**src/rtl/barrel_shift_pipe.sv**
```systemverilog
// Pipelined ARM operand-2 shifter (LSL/LSR/ASR/ROR/RRX) with valid/ready flow control.
// Every shift is built from one right-shift/rotate network; LSL runs on the bit-reversed operand.
module barrel_shift_pipe #(
    parameter int WIDTH  = 32,
    parameter int AMT_W  = 8,
    parameter int STAGES = 2
) (
    input  logic             clk,
    input  logic             rst_n,
    input  logic             flush,
    input  logic             in_valid,
    output logic             in_ready,
    input  logic [2:0]       op,
    input  logic             imm_mode,
    input  logic [WIDTH-1:0] operand,
    input  logic [AMT_W-1:0] amount,
    input  logic             carry_in,
    output logic             out_valid,
    input  logic             out_ready,
    output logic [WIDTH-1:0] result,
    output logic             carry_out
);
    localparam int L = $clog2(WIDTH);
    localparam logic [AMT_W-1:0] W_AMT = AMT_W'(WIDTH);

    typedef enum logic [2:0] {
        OP_LSL = 3'd0,
        OP_LSR = 3'd1,
        OP_ASR = 3'd2,
        OP_ROR = 3'd3,
        OP_RRX = 3'd4
    } shift_op_e;

    function automatic logic [WIDTH-1:0] bit_rev(input logic [WIDTH-1:0] x);
        logic [WIDTH-1:0] r;
        for (int unsigned i = 0; i < WIDTH; i++) r[i] = x[WIDTH-1-i];
        return r;
    endfunction

    shift_op_e        opc;
    logic [AMT_W-1:0] n;
    logic [L-1:0]     nl, lsl_idx, rsh_idx;
    logic [WIDTH-1:0] dec_data;
    logic [L-1:0]     dec_amt;
    logic             dec_rot, dec_fill, dec_rev, dec_carry;

    // Carry is resolved here; the network only needs amount, rotate/fill mode and reversal.
    always_comb begin
        opc = (op > 3'd4) ? OP_LSL : shift_op_e'(op);
        n   = imm_mode ? AMT_W'(amount[L-1:0]) : amount;
        if (imm_mode && n == '0) begin
            if (opc == OP_LSR || opc == OP_ASR) n = W_AMT;
            else if (opc == OP_ROR)             opc = OP_RRX;
        end
        nl        = n[L-1:0];
        lsl_idx   = L'(0) - nl;
        rsh_idx   = nl - L'(1);
        dec_data  = operand;
        dec_amt   = '0;
        dec_rot   = 1'b1;
        dec_fill  = 1'b0;
        dec_rev   = 1'b0;
        dec_carry = carry_in;
        if (opc == OP_RRX) begin
            dec_amt   = L'(1);
            dec_rot   = 1'b0;
            dec_fill  = carry_in;
            dec_carry = operand[0];
        end else if (n != '0) begin
            case (opc)
                OP_LSL: begin
                    dec_rot = 1'b0;
                    dec_rev = 1'b1;
                    if (n < W_AMT) begin
                        dec_data  = bit_rev(operand);
                        dec_amt   = nl;
                        dec_carry = operand[lsl_idx];
                    end else begin
                        dec_data  = '0;
                        dec_carry = (n == W_AMT) ? operand[0] : 1'b0;
                    end
                end
                OP_LSR: begin
                    dec_rot = 1'b0;
                    if (n < W_AMT) begin
                        dec_amt   = nl;
                        dec_carry = operand[rsh_idx];
                    end else begin
                        dec_data  = '0;
                        dec_carry = (n == W_AMT) ? operand[WIDTH-1] : 1'b0;
                    end
                end
                OP_ASR: begin
                    dec_rot  = 1'b0;
                    dec_fill = operand[WIDTH-1];
                    if (n < W_AMT) begin
                        dec_amt   = nl;
                        dec_carry = operand[rsh_idx];
                    end else begin
                        dec_data  = {WIDTH{operand[WIDTH-1]}};
                        dec_carry = operand[WIDTH-1];
                    end
                end
                OP_ROR: begin
                    dec_amt   = nl;
                    dec_carry = operand[rsh_idx];
                end
                default: ;
            endcase
        end
    end

    logic [WIDTH-1:0] st_data  [STAGES];
    logic [L-1:0]     st_amt   [STAGES];
    logic             st_rot   [STAGES];
    logic             st_fill  [STAGES];
    logic             st_rev   [STAGES];
    logic             st_carry [STAGES];
    logic [WIDTH-1:0] nx_data  [STAGES];
    logic [L-1:0]     nx_amt   [STAGES];
    logic             nx_rot   [STAGES];
    logic             nx_fill  [STAGES];
    logic             nx_rev   [STAGES];
    logic             nx_carry [STAGES];
    logic [STAGES-1:0] vld, load;
    logic [STAGES:0]   vld_src;
    logic              load_acc;

    // Level k of the network lives in stage (k*STAGES)/L.
    always_comb begin
        for (int unsigned s = 0; s < STAGES; s++) begin
            int unsigned p;
            p = (s == 0) ? 0 : s - 1;
            nx_data[s]  = (s == 0) ? dec_data  : st_data[p];
            nx_amt[s]   = (s == 0) ? dec_amt   : st_amt[p];
            nx_rot[s]   = (s == 0) ? dec_rot   : st_rot[p];
            nx_fill[s]  = (s == 0) ? dec_fill  : st_fill[p];
            nx_rev[s]   = (s == 0) ? dec_rev   : st_rev[p];
            nx_carry[s] = (s == 0) ? dec_carry : st_carry[p];
            for (int unsigned k = 0; k < L; k++) begin
                if ((k * STAGES) / L == s && nx_amt[s][k]) begin
                    nx_data[s] = nx_rot[s]
                        ? ((nx_data[s] >> (1 << k)) | (nx_data[s] << (WIDTH - (1 << k))))
                        : ((nx_data[s] >> (1 << k)) | ({WIDTH{nx_fill[s]}} << (WIDTH - (1 << k))));
                end
            end
            if (s == STAGES - 1 && nx_rev[s]) nx_data[s] = bit_rev(nx_data[s]);
        end
    end

    // A stage loads if it or any stage downstream of it is empty, or the consumer takes the output.
    always_comb begin
        load_acc = out_ready;
        load     = '0;
        for (int unsigned i = 0; i < STAGES; i++) begin
            load_acc = load_acc | ~vld[STAGES-1-i];
            load[STAGES-1-i] = load_acc;
        end
    end

    assign vld_src = {vld, in_valid};

    always_ff @(posedge clk or negedge rst_n) begin
        if (!rst_n) begin
            vld <= '0;
            for (int unsigned s = 0; s < STAGES; s++) begin
                st_data[s]  <= '0;
                st_amt[s]   <= '0;
                st_rot[s]   <= 1'b0;
                st_fill[s]  <= 1'b0;
                st_rev[s]   <= 1'b0;
                st_carry[s] <= 1'b0;
            end
        end else begin
            for (int unsigned s = 0; s < STAGES; s++) begin
                if (flush)        vld[s] <= 1'b0;
                else if (load[s]) vld[s] <= vld_src[s];
                if (load[s]) begin
                    st_data[s]  <= nx_data[s];
                    st_amt[s]   <= nx_amt[s];
                    st_rot[s]   <= nx_rot[s];
                    st_fill[s]  <= nx_fill[s];
                    st_rev[s]   <= nx_rev[s];
                    st_carry[s] <= nx_carry[s];
                end
            end
        end
    end

    assign in_ready  = load[0];
    assign out_valid = vld[STAGES-1];
    assign result    = st_data[STAGES-1];
    assign carry_out = st_carry[STAGES-1];

endmodule
```
**config.mk**
```make
export PLATFORM = sky130hd
export DESIGN_NAME = barrel_shift_pipe
export DESIGN_NICKNAME = d
export VERILOG_FILES = /design/src/rtl/barrel_shift_pipe.sv
export SDC_FILE = /design/constraint.sdc
export NUM_CORES = 1
export LEC_CHECK = 0
export ABC_AREA = 1
export BUFFER_PORTS_ARGS = -buffer_cell sky130_fd_sc_hd__clkbuf_2
export CORE_UTILIZATION = 60
export DETAILED_ROUTE_END_ITERATION = 7
export PLACE_DENSITY = 0.82
export SYNTH_ARGS = -nofsm -noshare
export SYNTH_HDL_FRONTEND = slang
export SYNTH_SLANG_ARGS = --single-unit
```
**constraint.sdc**
```tcl
create_clock -name clk -period 2.1 [get_ports clk]
set_input_delay 0.315 -clock clk [delete_from_list [all_inputs] [get_ports clk]]
set_output_delay 0.315 -clock clk [all_outputs]
set_load 0.01 [all_outputs]
```
# After elaboration in Yosys (flattened, before gate mapping)
# Index checks and enable logic that the tools add are counted.
word_totals:
  input_bits: 50
  ff_bits: 76
op_classes:
  n_mux: 53
  n_lt_le_gt_ge: 4
  n_bitwise: 14
  reduce_logical: 8
  eq_ne: 8
  addsub: 2
op_table:
  columns: ["op", "count"]
  rows:
  - ["two-way mux 32 bit", 15]
  - ["case mux 32 bit (3 select lines)", 1]
  - ["bitwise OR 16 x 32 -> 32 bit", 2]
  - ["bitwise OR 24 x 32 -> 32 bit", 2]
  - ["bitwise OR 28 x 32 -> 32 bit", 2]
  - ["bitwise OR 30 x 32 -> 32 bit", 2]
  - ["bitwise OR 31 x 32 -> 32 bit", 2]
  - ["two-way mux 31 bit", 1]
  - ["two-way mux 8 bit", 3]
  - ["two-way mux 1 bit", 22]
  - ["two-way mux 5 bit", 3]
  - ["equality test 3 x 2 -> 1 bit (second input constant)", 4]
  - ["< comparator 5 x 6 -> 1 bit (second input constant)", 2]
  - ["two-way mux 3 bit", 4]
  - ["binary-select mux 1 bit (select 5 bit)", 2]
  - ["case mux 5 bit (2 select lines)", 1]
  - ["equality test 8 x 6 -> 1 bit (second input constant)", 1]
  - ["logical NOT 8 bit", 1]
  - ["< comparator 8 x 6 -> 1 bit (second input constant)", 1]
  - ["nonzero test 8 bit", 1]
  - ["equality test 3 x 1 -> 1 bit (second input constant)", 2]
  - ["subtractor 1 x 5 -> 5 bit (first input constant)", 1]
  - ["subtractor 5 x 1 -> 5 bit (second input constant)", 1]
  - ["case mux 1 bit (4 select lines)", 1]
  - ["9 further kinds", 12]

# Logic depth before layout (Yosys ltp)
# Gate-level depths: netlist of the first run.
depth:
  word_depth: 20
  mapped_depth: 18
  depth_no_buf: 16

# Worst setup path before layout of the first run
# OpenSTA, ideal clock, no wires.
synth_path:
  path_type: "input-to-reg"
  from: "in amount[1]"
  to: "reg st_data[50] in the netlist's numbering"
  t_required_ns: 1.983
  arrival_time_ns: 1.794
  path_stages: 16
  setup_slack_ns: 0.188
  setup_ns: 0.117
  cell_sequence: "buf_6 -> nor2_4 -> nand2_1 -> nor2_2 -> nand2_2 -> buf_6 -> nand3_4 -> nand4_2 -> buf_4 -> buf_6 -> nand2_1 -> nand3_1 -> nand3_1 -> nand3_1 -> nand3_1 -> nand2_1"
synth_between:
  elab_chain_len: 18
  elab_cells_between_ends: 39
  cone_classes: "order compare (1); eq/ne (4); mux (23); bitwise (6); reduce/logical (5)"
synth_rtl:
  columns: ["element", "line_no", "rtl"]
  rows:
  - ["start, declared", "16", "input logic [AMT_W-1:0] amount,"]
  - ["two-way mux 8 bit (*)", "50", "n = imm_mode ? AMT_W'(amount[L-1:0]) : amount;"]
  - ["logical NOT 8 bit", "51", "if (imm_mode && n == '0) begin"]
  - ["logical AND 1 bit", "51", null]
  - ["two-way mux 8 bit", "51", null]
  - ["< comparator 8 x 6 -> 1 bit", "74, 85, 96", null]
  - ["two-way mux 31 bit, or another cell as far along", "96", "if (n < W_AMT) begin"]
  - ["case mux 32 bit (3 select lines)", "70", "case (opc)"]
  - ["two-way mux 32 bit", "69", "end else if (n != '0) begin"]
  - ["(+2 left out)", null, null]
  - ["two-way mux 32 bit", "143", "? ((nx_data[s] >> (1 << k)) | (nx_data[s] << (WIDTH - (1 << k))))"]
  - ["two-way mux 32 bit", "141", "if ((k * STAGES) / L == s && nx_amt[s][k]) begin"]
  - ["bitwise OR 30 x 32 -> 32 bit, on equally long branches", "144, 143", null]
  - ["two-way mux 32 bit", "143", null]
  - ["two-way mux 32 bit", "141", null]
  - ["bitwise OR 28 x 32 -> 32 bit, on equally long branches", "144, 143", null]
  - ["two-way mux 32 bit", "143", null]
  - ["two-way mux 32 bit (*)", "141", null]
  - ["end signal, assigned by index", "179", "st_data[s] <= nx_data[s];"]
  - ["end, declared", "113", "logic [WIDTH-1:0] st_data [STAGES];"]
# Mark *: on every way between the ends. The rest lies on a longest branch, timed or not.
# A chain may end at the register's enable or synchronous reset.

# Worst setup path in the final report of the first run
layout_path:
  from: "in amount[2]"
  to: "reg st_data[63] in the netlist's numbering"
layout_between:
  elab_chain_len: 18
  elab_cells_between_ends: 42
  cone_classes: "order compare (1); eq/ne (4); mux (26); bitwise (6); reduce/logical (5)"
layout_rtl:
  columns: ["element", "line_no"]
  rows:
  - ["two-way mux 8 bit (*)", "50"]
  - ["logical NOT 8 bit", "51"]
  - ["logical AND 1 bit", "51"]
  - ["two-way mux 8 bit", "51"]
  - ["< comparator 8 x 6 -> 1 bit", "74, 85, 96"]
  - ["two-way mux 31 bit, or another cell as far along", "96"]
  - ["case mux 32 bit (3 select lines)", "70"]
  - ["two-way mux 32 bit", "69"]
  - ["(+2 left out)", null]
  - ["two-way mux 32 bit", "143"]
  - ["two-way mux 32 bit", "141"]
  - ["bitwise OR 30 x 32 -> 32 bit, on equally long branches", "144, 143"]
  - ["two-way mux 32 bit", "143"]
  - ["two-way mux 32 bit", "141"]
  - ["bitwise OR 28 x 32 -> 32 bit", "143"]
  - ["two-way mux 32 bit", "143"]
  - ["two-way mux 32 bit (*)", "141"]
# Marks and branches as above.

==> flow_metrics.env, run 1 <==
export IMPL_cts_buffers=9
export IMPL_die_height_um=110
export IMPL_numPortBuffers=84
export IMPL_grt_pass1_vias=7483
export IMPL_sw_frac_of_total=0.414
export IMPL_initial_core_util=0.618
export IMPL_grtUsageTotal=0.360
export IMPL_endpoint_kind="register"
export IMPL_num_rows=39
export IMPL_power_frac_seq=0.335
export IMPL_synth_cell_types=33
export IMPL_failed_checks="hold timing"
export IMPL_use_met1=0.477
export IMPL_comb_power_share=0.412
export IMPL_cp_num_buf_inv=3
export IMPL_rr_worst_depth=7
export IMPL_synth_cells=1164
export IMPL_p_switching_mw=2.46
export IMPL_grt_max_degree=74
export IMPL_cp_arrival_ns=2.14
export IMPL_io_pins=85
export IMPL_via_count=8312
export IMPL_top_usage_layer="met2"
export IMPL_status="finished with violations"
export IMPL_mostFrequentLayoutCells="nand2_1 (366), nand3_1 (240), o21ai_0 (86)"
export IMPL_clk_latency_ns=0.34
export IMPL_cp_required_ns=2.32
export IMPL_synth_area_mm2=0.00706
export IMPL_syn_num_nets=1214
export IMPL_drive_above_1_share=0.159
export IMPL_layoutNonFillerInstCount=1368
export IMPL_setup_ws_ns=0.173
export IMPL_worstSetupStartpoint="amount[2]"
export IMPL_die_w_um=110
export IMPL_antenna_left=0
export IMPL_final_max_slew_viol_count=0
export IMPL_crit_slowest_cell="o211ai_2"
export IMPL_clockBufferDepth=2
export IMPL_synth_seq_cells=73
export IMPL_nNetsFinal=1270
export IMPL_dpl_hpwl_mm=16.1
export IMPL_max_freq_mhz=519
export IMPL_routed_wl_mm=21.7
export IMPL_hold_violations=17
export IMPL_regToRegStartpoint="nx_rot[0]"
export IMPL_syn_to_final_growth_pct=13.4
export IMPL_layout_commonest_cell="nand2_1"
export IMPL_wl_per_cell_um=15.9
export IMPL_synth_flop_cell="dfrtp_1"
export IMPL_period_minus_slack_ns=1.93
export IMPL_dpl_cell_count=1352
export IMPL_num_antenna_cells=0
export IMPL_synth_warnings=0
export IMPL_cp_start_kind="primary input"
export IMPL_clockRootBuffer="clkbuf_16"
export IMPL_met2_usage=0.596
export IMPL_rsz0062_at_grt="false"
export IMPL_hold_ws_ns=-0.0261
export IMPL_synth_top_area_share=0.259
export IMPL_internal_power_mw=3.48
export IMPL_vias_per_cell=6.08
export IMPL_cpPeakStageDelay_ns=0.37
export IMPL_initialDrtViolationCount=1042
export IMPL_antenna_found_initial=0
export IMPL_crit_end="st_data[63]"
export IMPL_power_leakage_nw=4.02
export IMPL_slew_headroom=0.608
export IMPL_ir_drop_uv=658
export IMPL_drt_first_pass_iters=8
export IMPL_cts_sinks=73
export IMPL_cap_viol_max_count=0
export IMPL_setup_violations_final=0
export IMPL_reg2reg_slack_ns=0.34
export IMPL_finClkSkew_ns=0.00964
export IMPL_drc_errors=0
export IMPL_critical_path_class="primary input to register"
export IMPL_fin_crit_sh=0.918
export IMPL_fill_cells=1041
export IMPL_power_density_mw_per_mm2=742
export IMPL_dp_slack_ns=-0.125
export IMPL_timing_rr_end="result[20]"
export IMPL_crit_path_max_fanout=25
export IMPL_synth_edf_count=0
export IMPL_avgSynthCellArea_um2=6.06
export IMPL_hold_class="primary input to async pin"
export IMPL_grt_pass1_wl_mm=36.1
export IMPL_gr_total_overflow=0
export IMPL_worst_pin_slew_ns=0.582
export IMPL_synth_area_leaders="dfrtp_1 (26%), nand2_1 (19%), nand3_1 (17%)"
export IMPL_cts_tree="built"
export IMPL_async_reset_ff_frac=1.00
export IMPL_cts_max_level=3
export IMPL_path_delay_family="simple AND/OR/NAND/NOR gates"
export IMPL_cp_cell_sequence="clkbuf_2, nor2_2, buf_4, nand3_2, nand4_1, o211ai_2, buf_12, nand3_1, nand3_1, nand2_1, nand2_1, nand2_1, nand3_1, nand2_1"
export IMPL_met3_usage=0.0510
export IMPL_dieArea_mm2=0.0122
export IMPL_crit_top_cell="nand2_1"
export IMPL_cts_hold_buf=0
export IMPL_clkTransAtPathRegs_ns=0.06
export IMPL_p_clk_frac=0.253
export IMPL_gp_congestion=0.958
export IMPL_yosys_area_top_type="dfrtp_1"
export IMPL_design_core_area_mm2=0.0114
export IMPL_crit_cells=14
export IMPL_ys_seq_area_frac=0.259
-- worst min-delay path by stage --
| stage | startpoint | end |
|---|---|---|
| after CTS | rst_n | vld[1] |
| after global routing | rst_n | vld[1] |
| final | rst_n | vld[1] |
| after floorplan | rst_n | carry_out |
| after global placement | rst_n | vld[1] |
| after detailed placement | rst_n | vld[1] |
-- stage by stage --
| step | setup TNS [ns] | utilization | instance area [um^2] | power, mW |
|---|---|---|---|---|
| floorplan | 0 | - | 7060 | 3.76 |
| global placement | -0.568 | 0.676 | 7710 | 4.33 |
| detailed placement | -2.12 | 0.676 | 7710 | 4.39 |
| CTS | 0 | 0.701 | 8000 | 5.90 |
| global route | 0 | 0.701 | 8010 | 6.32 |
| finish | 0 | 0.701 | 8010 | 5.94 |
-- final cells by class --
class	count	area, um^2	share of cell area
clock inverter	7	62.6	0.00781
multi-input combinational	916	4350	0.543
tap	143	179	0.0223
timing repair buffer	152	1110	0.138
inverter	68	260	0.0325
clock buffer	9	225	0.0281
sequential	73	1830	0.228
-- per-layer routing --
metal	share of wire	wire length [um]	up-vias
met3	0.082	1780	65
li1	-	-	4012
met1	0.42	9110	3799
met2	0.47	10100	436
met4	0.033	722	0
met5	0	0	-
-- timing repair --
| item | 4_1_cts | 5_1_grt |
|---|---|---|
| resized for setup | 0 | 3 |
| endpoints found under the hold margin | 0 | 0 |
| endpoints found under the setup margin | 0 | 6 |
| buffers inserted | 0 | 0 |
-- power by group through the flow --
stage / clock (mW) / combinational (mW) / sequential [mW]
detailed placement: 0 / 2.38 / 2.00
floorplan: 0 / 1.84 / 1.92
CTS: 1.51 / 2.41 / 1.98
finish: 1.50 / 2.45 / 1.99
global placement: 0 / 2.34 / 1.99
global route: 1.57 / 2.72 / 2.02
-- state kept, by name (all words and copies together) (netlist names) --
signal / count
result: 32
st_data: 32
nx_amt: 2
vld: 2
carry_out: 1
nx_carry: 1
nx_fill: 1
nx_rev: 1
nx_rot: 1
-- synth_stat cells, types with 8 or more instances --
master / number
a21oi_1: 20
a22oi_1: 12
a31oi_1: 16
buf_2: 22
buf_4: 40
clkbuf_1: 31
dfrtp_1: 73
inv_1: 61
mux2i_1: 8
nand2_1: 366
nand3_1: 240
nand4_1: 28
nor2_1: 84
o21a_1: 8
o21ai_0: 86
o22a_1: 16
-- cells by family after synthesis --
| kind of cell | after synthesis | share of synthesized area |
|---|---|---|
| compound gates | 170 | 0.146 |
| buf+inv | 175 | 0.126 |
| flops | 73 | 0.259 |
| mux | 8 | 0.0113 |
| simple gates | 738 | 0.458 |
No activity file was read; power rests on OpenSTA's default activity.
==> run 2, diff against run 1 <==
Settings changed: CELL_PAD_IN_SITES_DETAIL_PLACEMENT set to 1, CELL_PAD_IN_SITES_GLOBAL_PLACEMENT set to 1, CORE_UTILIZATION 60 to 42, PLACE_DENSITY 0.82 to not set, PLACE_DENSITY_LB_ADDON set to 0.1.
==> run 2 against run 1 <==
  * The run still ends with hold timing left
  * Critical path depth up 1
  * Critical path type unchanged
  * Via count up 0.55%
  * Utilization down 20 points
  * Highest routed layer unchanged
  * Maximum frequency down 2.6%
  * Power up 2.8%
  * Global-route usage down 4.6 points
  * Non-clock buffer count up 25
  * Wire length up 24%
  * Sequential power about the same
  * Die area up 42%
==> flow_metrics.env, run 2 (synthesized netlist as in run 1, its figures left out) <==
export IMPL_ir_drop_uv=446
export IMPL_dpl_hpwl_mm=20.8
export IMPL_antenna_left=0
export IMPL_failed_checks="hold timing"
export IMPL_cts_max_level=3
export IMPL_syn_to_final_growth_pct=18.3
export IMPL_worst_pin_slew_ns=0.498
export IMPL_power_density_mw_per_mm2=732
export IMPL_cp_cell_sequence="clkbuf_2, nor2_4, buf_4, nand3_2, nand4_1, buf_4, o211ai_4, buf_12, nand3_1, nand2_1, nand2_1, nand2_2, nand2_1, nand3_1, nand2_1"
export IMPL_antenna_found_initial=0
export IMPL_num_rows=47
export IMPL_clkTransAtPathRegs_ns=0.06
export IMPL_crit_path_max_fanout=7
export IMPL_postCtsSetupBuffers=0
export IMPL_power_frac_seq=0.326
export IMPL_critical_path_class="primary input to register"
export IMPL_cts_tree="built"
export IMPL_cts_buffers=9
export IMPL_slew_headroom=0.664
export IMPL_setup_ws_ns=0.121
export IMPL_cts_hold_buf=0
export IMPL_grt_max_degree=74
export IMPL_cap_viol_max_count=0
export IMPL_cpPeakStageDelay_ns=0.36
export IMPL_numPortBuffers=84
export IMPL_max_freq_mhz=505
export IMPL_gr_total_overflow=0
export IMPL_cts_sinks=73
export IMPL_period_minus_slack_ns=1.98
export IMPL_layout_commonest_cell="nand2_1"
export IMPL_die_w_um=132
export IMPL_crit_slowest_cell="o211ai_4"
export IMPL_dieArea_mm2=0.0173
export IMPL_sw_frac_of_total=0.420
export IMPL_layoutNonFillerInstCount=1471
export IMPL_drive_above_1_share=0.183
export IMPL_clockBufferDepth=2
export IMPL_grtUsageTotal=0.314
export IMPL_vias_per_cell=5.68
export IMPL_hold_class="primary input to async pin"
export IMPL_drt_first_pass_iters=5
export IMPL_p_switching_mw=2.56
export IMPL_grt_pass1_vias=8342
export IMPL_finClkSkew_ns=0.00589
export IMPL_mostFrequentLayoutCells="nand2_1 (363), nand3_1 (237), o21ai_0 (86)"
export IMPL_path_delay_family="simple AND/OR/NAND/NOR gates"
export IMPL_initial_core_util=0.427
export IMPL_endpoint_kind="register"
export IMPL_die_height_um=132
export IMPL_nNetsFinal=1296
export IMPL_wl_per_cell_um=18.3
export IMPL_num_antenna_cells=0
export IMPL_dp_slack_ns=-0.183
export IMPL_crit_top_cell="nand2_1"
export IMPL_status="finished with violations"
export IMPL_cp_arrival_ns=2.20
export IMPL_hold_ws_ns=-0.0103
export IMPL_internal_power_mw=3.55
export IMPL_p_clk_frac=0.242
export IMPL_worstSetupStartpoint="amount[1]"
export IMPL_hold_violations=4
export IMPL_gp_congestion=0.914
export IMPL_regToRegStartpoint="nx_rot[0]"
export IMPL_cp_num_buf_inv=4
export IMPL_drc_errors=0
export IMPL_fin_crit_sh=0.942
export IMPL_cp_required_ns=2.33
export IMPL_grt_pass1_wl_mm=43.6
export IMPL_via_count=8358
export IMPL_routed_wl_mm=26.9
export IMPL_dpl_cell_count=1452
export IMPL_io_pins=85
export IMPL_design_core_area_mm2=0.0165
export IMPL_initialDrtViolationCount=556
export IMPL_power_leakage_nw=4.15
export IMPL_clk_latency_ns=0.34
export IMPL_final_max_slew_viol_count=0
export IMPL_setup_violations_final=0
export IMPL_comb_power_share=0.432
export IMPL_clockRootBuffer="clkbuf_16"
export IMPL_cp_start_kind="primary input"
[run 2: final cells by class]
type	instances	area [um^2]
flip-flops and latches	73	1830
multi-input cells	916	4390
repair buffers	177	1310
fillers	2317	8170
repair inverters	1	7.51
clock inverters	6	42.5
inverters	68	262
clock buffers	10	239
well taps	220	275
[run 2: path summary, 6_finish.rpt]
kind / slack (ns) / to / depth (start not counted)
min in group clk: 0.14 / vld[1] / 2
worst max-delay path: 0.12 / st_data[56] / 15
worst max register to register: 0.36 / result[23] / 6
worst min-delay path: -0.01 / carry_out / 2
worst min register to register: 0.47 / carry_out / 2
max in group asynchronous: 1.77 / st_data[60] / 2
[run 2: per-layer routing]
layer	share of wire	track usage
met1	0.46	0.417
met2	0.47	0.531
met3	0.039	0.0413
met4	0.026	0.0891
met5	0	0
[run 2: timing repair]
item | 4_1_cts | 5_1_grt
gates resized for setup | 0 | 14
setup endpoints to repair | 0 | 22
hold endpoints to repair | 0 | 0
[run 2: power groups by stage]
stage | Clock (mW) | Combinational, mW | Sequential, mW
final | 1.48 | 2.64 | 2.00
after CTS | 1.50 | 2.59 | 1.99
after global routing | 1.55 | 2.93 | 2.03
after floorplan | 0 | 1.84 | 1.92
after detailed placement | 0 | 2.56 | 2.01
after global placement | 0 | 2.50 | 1.99
[run 2: per-stage QoR]
stage / util / TNS, ns / power (mW) / cell area, um^2 / hold slack [ns]
2_1_floorplan: - / 0 / 3.76 / 7060 / 0.0194
3_3_place_gp: 0.482 / -2.70 / 4.49 / 7960 / 0.377
3_5_place_dp: 0.482 / -3.91 / 4.58 / 7960 / 0.377
4_1_cts: 0.499 / 0 / 6.08 / 8240 / 0.0158
5_1_grt: 0.505 / -0.0255 / 6.51 / 8350 / 0.0459
6_report: 0.505 / 0 / 6.11 / 8350 / -0.0103
==> run 3, diff against run 2 <==
Settings changed: CTS_BUF_LIST set to sky130_fd_sc_hd__clkbuf_8.
==> run 3 against run 2 <==
  * The run now ends clean
  * Sequential power is essentially flat
  * Utilization shrank 1.2 points
  * Sequential share of layout area grew 0.52 points
  * Worst setup slack gained 0.087 ns
  * Critical path type unchanged
  * Critical endpoint is now st_data[51]
  * Highest routed layer unchanged
==> flow_metrics.env, run 3 (synthesized netlist as in run 1, its figures left out) <==
export IMPL_tns_ns=0
export IMPL_mostFrequentLayoutCells="nand2_1 (366), nand3_1 (240), o21ai_0 (86)"
export IMPL_grt_pass1_vias=8270
export IMPL_cpPeakStageDelay_ns=0.16
export IMPL_syn_to_final_growth_pct=15.6
export IMPL_setup_violations_final=0
export IMPL_hold_violations=0
export IMPL_power_leakage_nw=4.08
export IMPL_nNetsFinal=1294
export IMPL_postCtsSetupBuffers=0
export IMPL_cp_cell_sequence="clkbuf_2, buf_4, nor2_4, nand2_1, nor2_2, nand3_4, nand2_2, inv_4, buf_12, nand2_1, nand3_1, nand2_1, nand2_1, nand2_1, nand2_1, nand3_1, nand2_1"
export IMPL_vias_per_cell=5.62
export IMPL_multi_input_area_mm2=0.00435
export IMPL_cp_required_ns=2.35
export IMPL_dpl_cell_count=1452
export IMPL_via_count=8251
export IMPL_hold_class="primary input to register"
export IMPL_io_pins=85
export IMPL_antenna_found_initial=0
export IMPL_grt_max_degree=74
export IMPL_grt_pass1_wl_mm=43.2
export IMPL_layoutNonFillerInstCount=1469
export IMPL_routed_wl_mm=26.2
export IMPL_crit_top_cell="nand2_1"
export IMPL_num_rows=47
export IMPL_max_freq_mhz=529
export IMPL_clk_latency_ns=0.36
export IMPL_die_w_um=132
export IMPL_design_core_area_mm2=0.0165
export IMPL_cp_arrival_ns=2.14
export IMPL_slew_headroom=0.668
export IMPL_clockRootBuffer="clkbuf_8"
export IMPL_finClkSkew_ns=0.0143
export IMPL_antenna_left=0
export IMPL_initial_core_util=0.427
export IMPL_cts_max_level=3
export IMPL_clkTransAtPathRegs_ns=0.09
export IMPL_final_max_slew_viol_count=0
export IMPL_ir_drop_uv=346
export IMPL_numPortBuffers=84
export IMPL_hold_ws_ns=0.120
export IMPL_endpoint_kind="register"
export IMPL_crit_slowest_cell="buf_4"
export IMPL_wl_per_cell_um=17.9
export IMPL_cts_sinks=73
export IMPL_critical_path_class="primary input to register"
export IMPL_power_density_mw_per_mm2=690
export IMPL_fill_cells=2327
export IMPL_drive_above_1_share=0.175
export IMPL_crit_path_max_fanout=20
export IMPL_status="complete, no violations"
export IMPL_drc_errors=0
export IMPL_dieArea_mm2=0.0173
export IMPL_regArea_mm2=0.00183
export IMPL_die_height_um=132
export IMPL_worst_pin_slew_ns=0.492
export IMPL_clockBufferDepth=2
export IMPL_gp_congestion=0.914
export IMPL_power_total_mw=5.63
export IMPL_drt_first_pass_iters=5
export IMPL_period_minus_slack_ns=1.89
export IMPL_dpl_hpwl_mm=20.8
export IMPL_initialDrtViolationCount=619
export IMPL_fin_crit_sh=0.901
export IMPL_cap_viol_max_count=0
export IMPL_cp_start_kind="primary input"
export IMPL_gr_total_overflow=0
export IMPL_layout_commonest_cell="nand2_1"
export IMPL_cts_buffers=9
export IMPL_num_antenna_cells=0
export IMPL_cts_tree="built"
export IMPL_grtUsageTotal=0.311
export IMPL_rsz0062_at_grt="false"
## run 3: cell count changes in the layout (fill, tap and decap cells not counted)
cell           change
clkbuf_16         -11
nand2_2            -2
dlygate4sd3_1      +1
nand2_1            +3
clkinvlp_4         -2
o211ai_2           +1
clkbuf_8           +9
o211ai_4           -1
nand2_4            -1
inv_1              +1
nand3_2            -3
nor2_2             +1
nand3_1            +3
nor2_4             -1
## run 3: final timing paths
| check | start | to | slack, ns | cells after the start |
|---|---|---|---|---|
| worst max-delay path | amount[1] | st_data[51] | 0.21 | 17 |
| worst min-delay path | flush | vld[1] | 0.12 | 2 |
| worst max register to register | nx_rot[0] | result[18] | 0.42 | 6 |
| worst min register to register | nx_carry[0] | carry_out | 0.48 | 2 |
| max in group asynchronous | rst_n | st_data[55] | 1.22 | 3 |
| min in group asynchronous | rst_n | carry_out | 0.52 | 3 |
## run 3: critical path: cells and delay by family
| family | cells | cell delay (ns) |
|---|---|---|
| buffers and inverters | 4 | 0.53 |
| AND/OR/NAND/NOR | 13 | 1.27 |
## run 3: final cells by class
cell class,instances,area share
timing repair buffer,176,0.155
clock inverter,6,0.00521
inverter,68,0.0316
multi-input combinational,916,0.533
tap,220,0.0337
sequential,73,0.224
clock buffer,10,0.0169
## run 3: timing repair
item / in CTS / in global routing
setup endpoints to repair: 0 / 15
hold endpoints to repair: 31 / 0
hold buffers: 1 / 0
resized for setup: 0 / 3
## run 3: through the flow
step                       util  area [um^2]  worst slack, ns
after floorplan               -         7060            0.188
after global placement    0.482         7960           -0.157
after detailed placement  0.482         7960           -0.183
after CTS                 0.493         8150            0.179
after global routing      0.494         8160           0.0214
final                     0.494         8160            0.208
## run 3: where the power goes
group / internal, mW / total, mW / switching [mW] / leakage [nW]
logic: 0.947 / 2.58 / 1.64 / 3.12
registers: 1.74 / 1.99 / 0.252 / 0.880
clock network: 0.463 / 1.05 / 0.587 / 0.0887
## run 3: metal layers
| metal | GRT usage | vias to the layer above | part of all wire |
|---|---|---|---|
| li1 | - | 4054 | - |
| met1 | 0.420 | 3975 | 0.47 |
| met2 | 0.521 | 184 | 0.47 |
| met3 | 0.0343 | 38 | 0.034 |
| met4 | 0.0917 | 0 | 0.025 |
| met5 | 0 | - | 0 |
